===== config.mk =====
export PLATFORM = sky130hd
export DESIGN_NAME = if_id_queue
export DESIGN_NICKNAME = d
export VERILOG_FILES = /design/src/rtl/mips_defs.sv /design/src/rtl/fetch_addr_check.sv /design/src/rtl/if_id_queue.sv
export SDC_FILE = /design/constraint.sdc
export NUM_CORES = 1
export LEC_CHECK = 0
export ABC_AREA = 1
export CORE_ASPECT_RATIO = 0.9
export CORE_UTILIZATION = 52
export DETAILED_ROUTE_END_ITERATION = 16
export PLACE_DENSITY = 0.85
export SLEW_MARGIN = 20
export SYNTH_ARGS = -nofsm -noshare
export SYNTH_HDL_FRONTEND = slang
export SYNTH_SLANG_ARGS = --single-unit

===== constraint.sdc =====
create_clock -name clk -period 6.6 [get_ports clk]
set_clock_uncertainty 0.15 [all_clocks]
set_input_delay 1.32 -clock clk [delete_from_list [all_inputs] [get_ports clk]]
set_output_delay 1.32 -clock clk [all_outputs]
set_load 0.05 [all_outputs]

===== src/rtl/mips_defs.sv =====
// Shared fetch/decode definitions: instruction memory map, reset PC and the
// instruction queue entry layout.
package mips_defs;

  localparam logic [31:0] IM_BASE   = 32'h0000_3000;
  localparam int          IM_WORDS  = 4096;
  localparam logic [31:0] PC_RESET  = 32'h0000_3000;
  localparam logic [31:0] NOP_INSTR = 32'h0000_0000;

  typedef struct packed {
    logic [31:0] pc;
    logic [31:0] instr;
    logic        adel;
  } if_entry_t;

endpackage


===== src/rtl/fetch_addr_check.sv =====
// Instruction-address fault check: flags PCs that are misaligned or fall
// outside the instruction memory window.
module fetch_addr_check #(
  parameter logic [31:0] IM_BASE  = mips_defs::IM_BASE,
  parameter int          IM_WORDS = mips_defs::IM_WORDS
) (
  input  logic [31:0] pc,
  output logic        adel
);

  // Upper bound held in 33 bits so a window ending at 2^32 does not wrap to 0.
  localparam logic [32:0] IM_LIMIT = {1'b0, IM_BASE} + (33'(IM_WORDS) * 33'd4);

  assign adel = (pc[1:0] != 2'b00) || (pc < IM_BASE) || ({1'b0, pc} >= IM_LIMIT);

endmodule


===== src/rtl/if_id_queue.sv =====
// IF/ID instruction queue: registered valid/ready FIFO between fetch and
// decode, with redirect flush, per-entry address fault tag and PC+8 link value.
module if_id_queue #(
  parameter int          DEPTH    = 2,
  parameter logic [31:0] IM_BASE  = mips_defs::IM_BASE,
  parameter int          IM_WORDS = mips_defs::IM_WORDS,
  parameter logic [31:0] PC_RESET = mips_defs::PC_RESET
) (
  input  logic                     clk,
  input  logic                     reset,
  input  logic                     in_valid,
  output logic                     in_ready,
  input  logic [31:0]              in_pc,
  input  logic [31:0]              in_instr,
  input  logic                     flush,
  output logic                     out_valid,
  input  logic                     out_ready,
  output logic [31:0]              out_pc,
  output logic [31:0]              out_instr,
  output logic [31:0]              out_pc8,
  output logic                     out_adel,
  output logic [$clog2(DEPTH):0]   count
);
  import mips_defs::*;

  localparam int             PW      = $clog2(DEPTH);
  localparam int             CW      = PW + 1;
  localparam logic [CW-1:0]  DEPTH_C = CW'(DEPTH);

  logic [PW-1:0] head;
  logic [PW-1:0] tail;
  logic [CW-1:0] cnt;
  if_entry_t     mem [DEPTH];
  if_entry_t     head_e;
  logic          in_adel;
  logic          push;
  logic          pop;

  fetch_addr_check #(
    .IM_BASE  (IM_BASE),
    .IM_WORDS (IM_WORDS)
  ) u_addr_check (
    .pc   (in_pc),
    .adel (in_adel)
  );

  // Ready depends only on occupancy (and the reset pin), never on out_ready.
  assign in_ready  = reset && (cnt < DEPTH_C);
  assign out_valid = (cnt != '0);
  assign push      = in_valid && in_ready;
  assign pop       = out_valid && out_ready;
  assign count     = cnt;

  always_ff @(posedge clk or negedge reset) begin
    if (!reset) begin
      head <= '0;
      tail <= '0;
      cnt  <= '0;
    end else if (flush) begin
      head <= '0;
      tail <= '0;
      cnt  <= '0;
    end else begin
      if (push) tail <= tail + PW'(1);
      if (pop)  head <= head + PW'(1);
      case ({push, pop})
        2'b10:   cnt <= cnt + CW'(1);
        2'b01:   cnt <= cnt - CW'(1);
        default: cnt <= cnt;
      endcase
    end
  end

  // Storage needs no reset: nothing is visible until count says so.
  always_ff @(posedge clk) begin
    if (push && !flush) mem[tail] <= {in_pc, in_instr, in_adel};
  end

  assign head_e = mem[head];

  always_comb begin
    out_pc    = PC_RESET;
    out_instr = NOP_INSTR;
    out_adel  = 1'b0;
    if (out_valid) begin
      out_pc    = head_e.pc;
      out_instr = head_e.instr;
      out_adel  = head_e.adel;
    end
  end

  assign out_pc8 = out_pc + 32'd8;

endmodule

==> reports/qor.json, run 1 <==
{
  "global_route": {
    "antenna_found_initial": 0,
    "grt_start_max_net_pins": 65,
    "grt_busiest_layer": "met2",
    "use_met2": 0.436,
    "grt_overflow": 0,
    "first_global_vias": 4906,
    "grt_pass1_wl_um": 24100,
    "use_met1": 0.307,
    "global_route.usage.total": 0.254,
    "grt.met3_usage": 0.0676
  },
  "detailed_routing": {
    "dr.pass1.iters": 5,
    "postRouteAntennaNets": 0,
    "drt_initial_violations": 412,
    "routed_wire_length_per_instance_um": 16.0,
    "avgViaCountPerCell": 5.21,
    "postRouteWirelength_um": 15400,
    "vias": 5011,
    "route.detailed.drc": 0
  },
  "cts": {
    "post_cts_hold_buffer_count": 0,
    "clkSinkCount": 134,
    "cts_post_setup_buffers_inserted": 0,
    "htreeDepth": 4,
    "worstSkewPairLatency_ns": 0.42,
    "cts.repair.resized": 0,
    "clock_path_buffers": 2,
    "clkTransAtPathRegs_ns": 0.06,
    "cts-root-buf": "sky130_fd_sc_hd__clkbuf_16",
    "cts-buffers-inserted": 17,
    "tritoncts_clock_tree": "built"
  },
  "yosys": {
    "mapped_cell_area_um2": 6230,
    "post-synth-top-count-cell": "sky130_fd_sc_hd__nand2_1",
    "postSynthRegisterBits": 134,
    "syn_avg_cell_area_um2": 9.95,
    "netlist_instances": 626,
    "postSynthNetCount": 696,
    "synthDominantAreaCellType": "sky130_fd_sc_hd__edfxtp_1",
    "synth_top_area_share": 0.627,
    "yosysSeqAreaShare": 0.643,
    "synth-edff-count": 130,
    "top_cell_types_by_occurrence_after_synthesis": "249 x sky130_fd_sc_hd__nand2_1, 130 x sky130_fd_sc_hd__edfxtp_1, 44 x sky130_fd_sc_hd__nor2_1",
    "yosys.cell_types.count": 30,
    "synth_async_sr_flop_share": 0.0299,
    "post_synth_main_area_contributors": "sky130_fd_sc_hd__edfxtp_1 63%, sky130_fd_sc_hd__nand2_1 15%, sky130_fd_sc_hd__a21oi_1 3.1%",
    "ys_warn_count": 0,
    "post_synth_top_flop": "sky130_fd_sc_hd__edfxtp_1"
  },
  "setup_path": {
    "worst_path_largest_cell_delay_ns": 0.79,
    "critPathRequiredTime_ns": 5.13,
    "terminus_of_the_critical_flop_to_flop_path": "mem[1][30]",
    "worstRegToRegCells": 4,
    "worstReg2RegStart": "count[1]",
    "critPathTopFamily": "buffers and inverters",
    "start_kind": "flip-flop",
    "cp_cell_sequence": "clkinv_4, nor2_1, nor2_1, nand2_1, inv_1, ha_1, inv_1, nor2_4, nand2_2, inv_1, nand2_1, nand2_1, nand2_1, clkdlybuf4s50_1",
    "cp.arrival_ns": 3.83,
    "critical_path_peak_fanout": 64,
    "r2r_setup_slack_ns": 4.07,
    "critPathSlowestCell": "sky130_fd_sc_hd__clkdlybuf4s50_1",
    "worstPathBufferInverterCount": 5,
    "timing.critical_path.mode_cell": "sky130_fd_sc_hd__nand2_1",
    "timing.critical_path.to_type": "primary output",
    "worstSetupPathType": "reg -> out",
    "timing.critical_path.depth": 14
  },
  "layout": {
    "fin_util": 0.742,
    "final_layout_size_suffix_gt1_frac": 0.0844,
    "finalNetCount": 863,
    "fin_cells": 962,
    "antenna_cells_inserted": 0,
    "fill_cell_total_of_the_finished_layout": 762,
    "design_area_um2": 8590,
    "area_growth_from_synthesis_to_final_layout_pct": 37.9
  },
  "timing": {
    "fin_crit_sh": 0.803,
    "finalCriticalPeriod_ns": 5.30,
    "drv_slew": 0,
    "tightestPinTransition_ns": 0.882,
    "final_hold_viol_count": 0,
    "rsz0062_at_grt": "no",
    "fin_tns_setup_ns": 0,
    "timing.slew.headroom": 0.410,
    "max_clock_freq_ghz": 0.189,
    "setup_viol": 0
  },
  "floorplan": {
    "chipHeight_um": 106,
    "core_um2": 11600,
    "floorplan.initialDensity": 0.538,
    "num_io_pins": 170,
    "placement_rows": 37,
    "die-area_um2": 12400,
    "die_x_um": 117
  },
  "power_and_ir_drop": {
    "finalPower_w": 0.00254,
    "power-per-cell-area_nw_per_um2": 295,
    "p_leak_nw": 3.29,
    "vdd_drop_max_v": 0.000267
  },
  "placed_design": {
    "numPlacedInstances": 929,
    "detailed_place_hpwl_um": 10700,
    "globalplace.congestion": 0.894,
    "detailed_place.area_um2": 8000,
    "placement.io_buffers": 169
  },
  "hold_path": {
    "hold-path-endpoint": "tail",
    "min_from": "tail",
    "min-delay-path-class": "reg -> reg",
    "number_of_instances_on_the_worst_hold_path": 1
  },
  "outcome": {
    "status": "finished clean"
  },
  "run": {
    "drv.max_cap_violation_count": 0
  }
}
cell usage in the layout (no fill, tap or decap), types with 2 or more instances in the layout:
master | Yosys | final
sky130_fd_sc_hd__a21oi_1 | 38 | 38
sky130_fd_sc_hd__nor3_1 | 2 | 2
sky130_fd_sc_hd__clkinv_4 | 1 | 3
sky130_fd_sc_hd__nand2_2 | 4 | 4
sky130_fd_sc_hd__clkinvlp_4 | 0 | 3
sky130_fd_sc_hd__bufinv_16 | 0 | 2
sky130_fd_sc_hd__buf_4 | 5 | 4
sky130_fd_sc_hd__edfxtp_1 | 130 | 130
sky130_fd_sc_hd__clkdlybuf4s50_1 | 0 | 169
sky130_fd_sc_hd__clkbuf_16 | 0 | 17
sky130_fd_sc_hd__nor2_4 | 3 | 5
sky130_fd_sc_hd__nor2_1 | 44 | 41
sky130_fd_sc_hd__nand2_1 | 249 | 249
sky130_fd_sc_hd__xor2_1 | 14 | 14
sky130_fd_sc_hd__clkinv_2 | 0 | 7
sky130_fd_sc_hd__inv_2 | 3 | 3
sky130_fd_sc_hd__nand3_1 | 36 | 36
sky130_fd_sc_hd__nand3_2 | 4 | 4
sky130_fd_sc_hd__nor2_2 | 9 | 10
sky130_fd_sc_hd__nor4_1 | 4 | 4
sky130_fd_sc_hd__o21ai_0 | 5 | 5
sky130_fd_sc_hd__inv_1 | 42 | 42
sky130_fd_sc_hd__dfrtp_1 | 4 | 3
stage by stage:
step                setup slack (ns)  hold slack (ns)
floorplan                      0.835            0.308
global route                    1.00            0.434
global placement                1.78            0.385
finish                          1.30            0.450
detailed placement              1.68            0.396
CTS                             1.25            0.426
registers in the layout, summed over array words and instances, names as in the netlist:
name	count
mem	130
count	2
head	1
tail	1
where the power goes:
group          leakage, nW  total (W)  switching [W]  internal (W)
registers             1.24   0.000970      0.0000131      0.000957
clock network        0.275   0.000888       0.000340      0.000548
logic                 1.78   0.000679       0.000473      0.000206
per-layer routing:
metal	vias to the layer above	part of all wire
met1	2364	0.41
met3	21	0.075
met2	227	0.50
met5	-	0
li1	2399	-
met4	0	0.013
logic make-up after synthesis:
group                    Yosys count  synth area share
AO/OA/AOI/OAI                     45            0.0369
XOR/XNOR                          14            0.0197
adder cells (fa/ha/maj)            1           0.00201
buffers and inverters             72            0.0552
flip-flops                       134             0.643
AND/OR/NAND/NOR                  360             0.244
worst max path at each step:
stage | start | end | slack (ns)
after floorplan | reset | mem[0][0] | 0.83
after global placement | head | out_pc8[27] | 1.78
after detailed placement | head | out_pc8[27] | 1.68
after CTS | head | out_pc8[27] | 1.25
after global routing | head | out_pc8[27] | 1.00
final | head | out_pc8[27] | 1.30
layout make-up:
type                       instances  area [µm²]  share of cell area
clock buffer                      17         425              0.0495
clock inverter                    15         139              0.0162
inverter                          46         178              0.0207
multi-input combinational        420        1900               0.221
sequential                       134        4010               0.466
tap                              156         195              0.0227
timing repair buffer             174        1750               0.204
(Power assumes the default switching activity.)
==> run 2: changes to the inputs <==
CORE_UTILIZATION = 49   (was 52)
PLACE_DENSITY = 0.81   (was 0.85)
clock period = 5 ns   (was 6.6 ns; I/O delays follow)
==> run 2 against run 1 <==
  * Flip-flop and latch count stayed put
  * Routed wire length is 1.4% lower
  * Clock-buffer cell count stayed put
  * Critical path type unchanged
  * Critical endpoint is now out_pc8[14]
  * Largest cell class unchanged
==> reports/qor.json, run 2 (same netlist as run 1, synthesis figures left out) <==
{
  "layout": {
    "antenna_cells_inserted": 0,
    "most_flops_register": "mem",
    "final_cell_mix": "249 x sky130_fd_sc_hd__nand2_1, 163 x sky130_fd_sc_hd__clkdlybuf4s50_1, 130 x sky130_fd_sc_hd__edfxtp_1",
    "largest_reg_flops": 130,
    "final_layout_size_suffix_gt1_frac": 0.0915,
    "fill_cell_total_of_the_finished_layout": 876,
    "finalNetCount": 866,
    "area_growth_from_synthesis_to_final_layout_pct": 38.2,
    "layout_commonest_cell": "sky130_fd_sc_hd__nand2_1"
  },
  "setup_path": {
    "terminus_of_the_critical_flop_to_flop_path": "mem[0][3]",
    "timing.critical_path.mode_cell": "sky130_fd_sc_hd__nand2_1",
    "start_kind": "flip-flop",
    "cp_cell_sequence": "clkinv_4, buf_4, nand2_1, nand2_1, nand3_1, nor2_1, nand2_1, nor2_2, xor2_1, clkdlybuf4s50_1",
    "worstRegToRegCells": 6,
    "worstReg2RegStart": "count[1]",
    "critical_path_peak_fanout": 36,
    "critPathTopFamily": "buffers and inverters",
    "critPathSlowestCell": "sky130_fd_sc_hd__clkdlybuf4s50_1",
    "worst_path_largest_cell_delay_ns": 0.81,
    "critPathRequiredTime_ns": 3.85,
    "r2r_setup_slack_ns": 2.64,
    "worstPathBufferInverterCount": 3,
    "timing.critical_path.to_type": "primary output",
    "worstSetupPathType": "reg -> out",
    "cp.arrival_ns": 3.41
  },
  "hold_path": {
    "number_of_instances_on_the_worst_hold_path": 1,
    "min-delay-path-class": "reg -> reg",
    "min_from": "tail",
    "hold-path-endpoint": "tail"
  },
  "detailed_routing": {
    "route.detailed.drc": 0,
    "drt_initial_violations": 360,
    "avgViaCountPerCell": 5.15,
    "postRouteAntennaNets": 0,
    "vias": 4993,
    "postRouteWirelength_um": 15200,
    "routed_wire_length_per_instance_um": 15.7,
    "dr.pass1.iters": 5
  },
  "cts": {
    "clock_path_buffers": 2,
    "cts_post_setup_buffers_inserted": 0,
    "htreeDepth": 4,
    "tritoncts_clock_tree": "built",
    "cts.repair.resized": 0,
    "cts-root-buf": "sky130_fd_sc_hd__clkbuf_16",
    "worstSkewPairLatency_ns": 0.41,
    "clkTransAtPathRegs_ns": 0.05,
    "clkSinkCount": 134,
    "cts-buffers-inserted": 17,
    "post_cts_hold_buffer_count": 0
  },
  "power_and_ir_drop": {
    "p_int_w": 0.00226,
    "p_leak_nw": 3.31,
    "power_frac_clock": 0.350,
    "vdd_drop_max_v": 0.000297,
    "fraction_of_power_spent_switching_nets": 0.325,
    "finalPower_w": 0.00335,
    "p_seq_frac": 0.381,
    "power-per-cell-area_nw_per_um2": 389,
    "power_switching_w": 0.00109,
    "comb_power_share": 0.269
  },
  "timing": {
    "drv_slew": 0,
    "fin_tns_setup_ns": 0,
    "finalCriticalPeriod_ns": 4.56,
    "tightestPinTransition_ns": 0.770,
    "rsz0062_at_grt": "no",
    "fin_crit_sh": 0.911,
    "final_hold_viol_count": 0,
    "timing.slew.headroom": 0.486,
    "setup_viol": 0,
    "max_clock_freq_ghz": 0.219
  },
  "floorplan": {
    "die-area_um2": 13200,
    "num_io_pins": 170,
    "placement_rows": 38,
    "floorplan.initialDensity": 0.510,
    "die_x_um": 121,
    "chipHeight_um": 109,
    "core_um2": 12200
  },
  "run": {
    "drv.max_cap_violation_count": 0
  },
  "placed_design": {
    "placement.io_buffers": 169,
    "globalplace.congestion": 0.936,
    "detailed_place_hpwl_um": 10800
  },
  "global_route": {
    "antenna_found_initial": 0,
    "global_route.usage.total": 0.241,
    "grt_start_max_net_pins": 54,
    "first_global_vias": 4843,
    "grt_overflow": 0,
    "grt_pass1_wl_um": 23800
  },
  "outcome": {
    "status": "finished clean"
  }
}
==> run 2: changes by cell type in the layout (fill, tap and decap cells not counted), sizes merged <==
cell and delta:
inv +1, clkdlybuf4s50 -6, clkinv -2, clkinvlp +1, buf +9
==> run 2: stage by stage <==
| stage | utilization | std cells | cell area [µm²] | hold slack (ns) | setup WS (ns) |
|---|---|---|---|---|---|
| 6_report | 0.704 | 969 | 8610 | 0.404 | 0.443 |
| 5_1_grt | 0.704 | 969 | 8610 | 0.429 | 0.180 |
| 4_1_cts | 0.704 | 969 | 8610 | 0.406 | 0.458 |
| 3_5_place_dp | 0.658 | 937 | 8050 | 0.399 | 0.896 |
| 3_3_place_gp | 0.658 | 937 | 8050 | 0.382 | 0.970 |
| 2_1_floorplan | - | 626 | 6240 | 0.329 | 0.434 |
==> run 2: layer usage <==
metal,vias up,global-route usage,part of all wire
met4,0,0.0891,0.019
met2,237,0.399,0.48
met5,-,0,0
met3,26,0.0737,0.079
met1,2330,0.299,0.42
li1,2400,-,-
==> run 2: cell type report <==
cell class	instances	area [µm²]	share of cell area
multi-input cells	420	1900	0.221
clock buffers	17	425	0.0494
inverters	46	178	0.0206
well taps	160	200	0.0233
clock inverters	15	138	0.0160
flip-flops and latches	134	4010	0.465
repair buffers	177	1760	0.205
==> run 2: power by group through the flow <==
stage	combinational, W	sequential (W)	clock (W)
after floorplan	0.000592	0.00130	0
after global placement	0.000888	0.00130	0
after detailed placement	0.000894	0.00130	0
after CTS	0.000899	0.00128	0.00119
after global routing	0.000949	0.00128	0.00124
final	0.000900	0.00128	0.00117
==> run 2: worst max-delay path by stage <==
stage / cells after the start / endpoint / slack, ns / startpoint
2_1_floorplan: 12 / out_pc8[19] / 0.43 / count[1]
3_3_place_gp: 10 / out_pc8[14] / 0.97 / head
3_5_place_dp: 10 / out_pc8[14] / 0.90 / head
4_1_cts: 10 / out_pc8[14] / 0.46 / head
5_1_grt: 10 / out_pc8[14] / 0.18 / head
6_report: 10 / out_pc8[14] / 0.44 / head
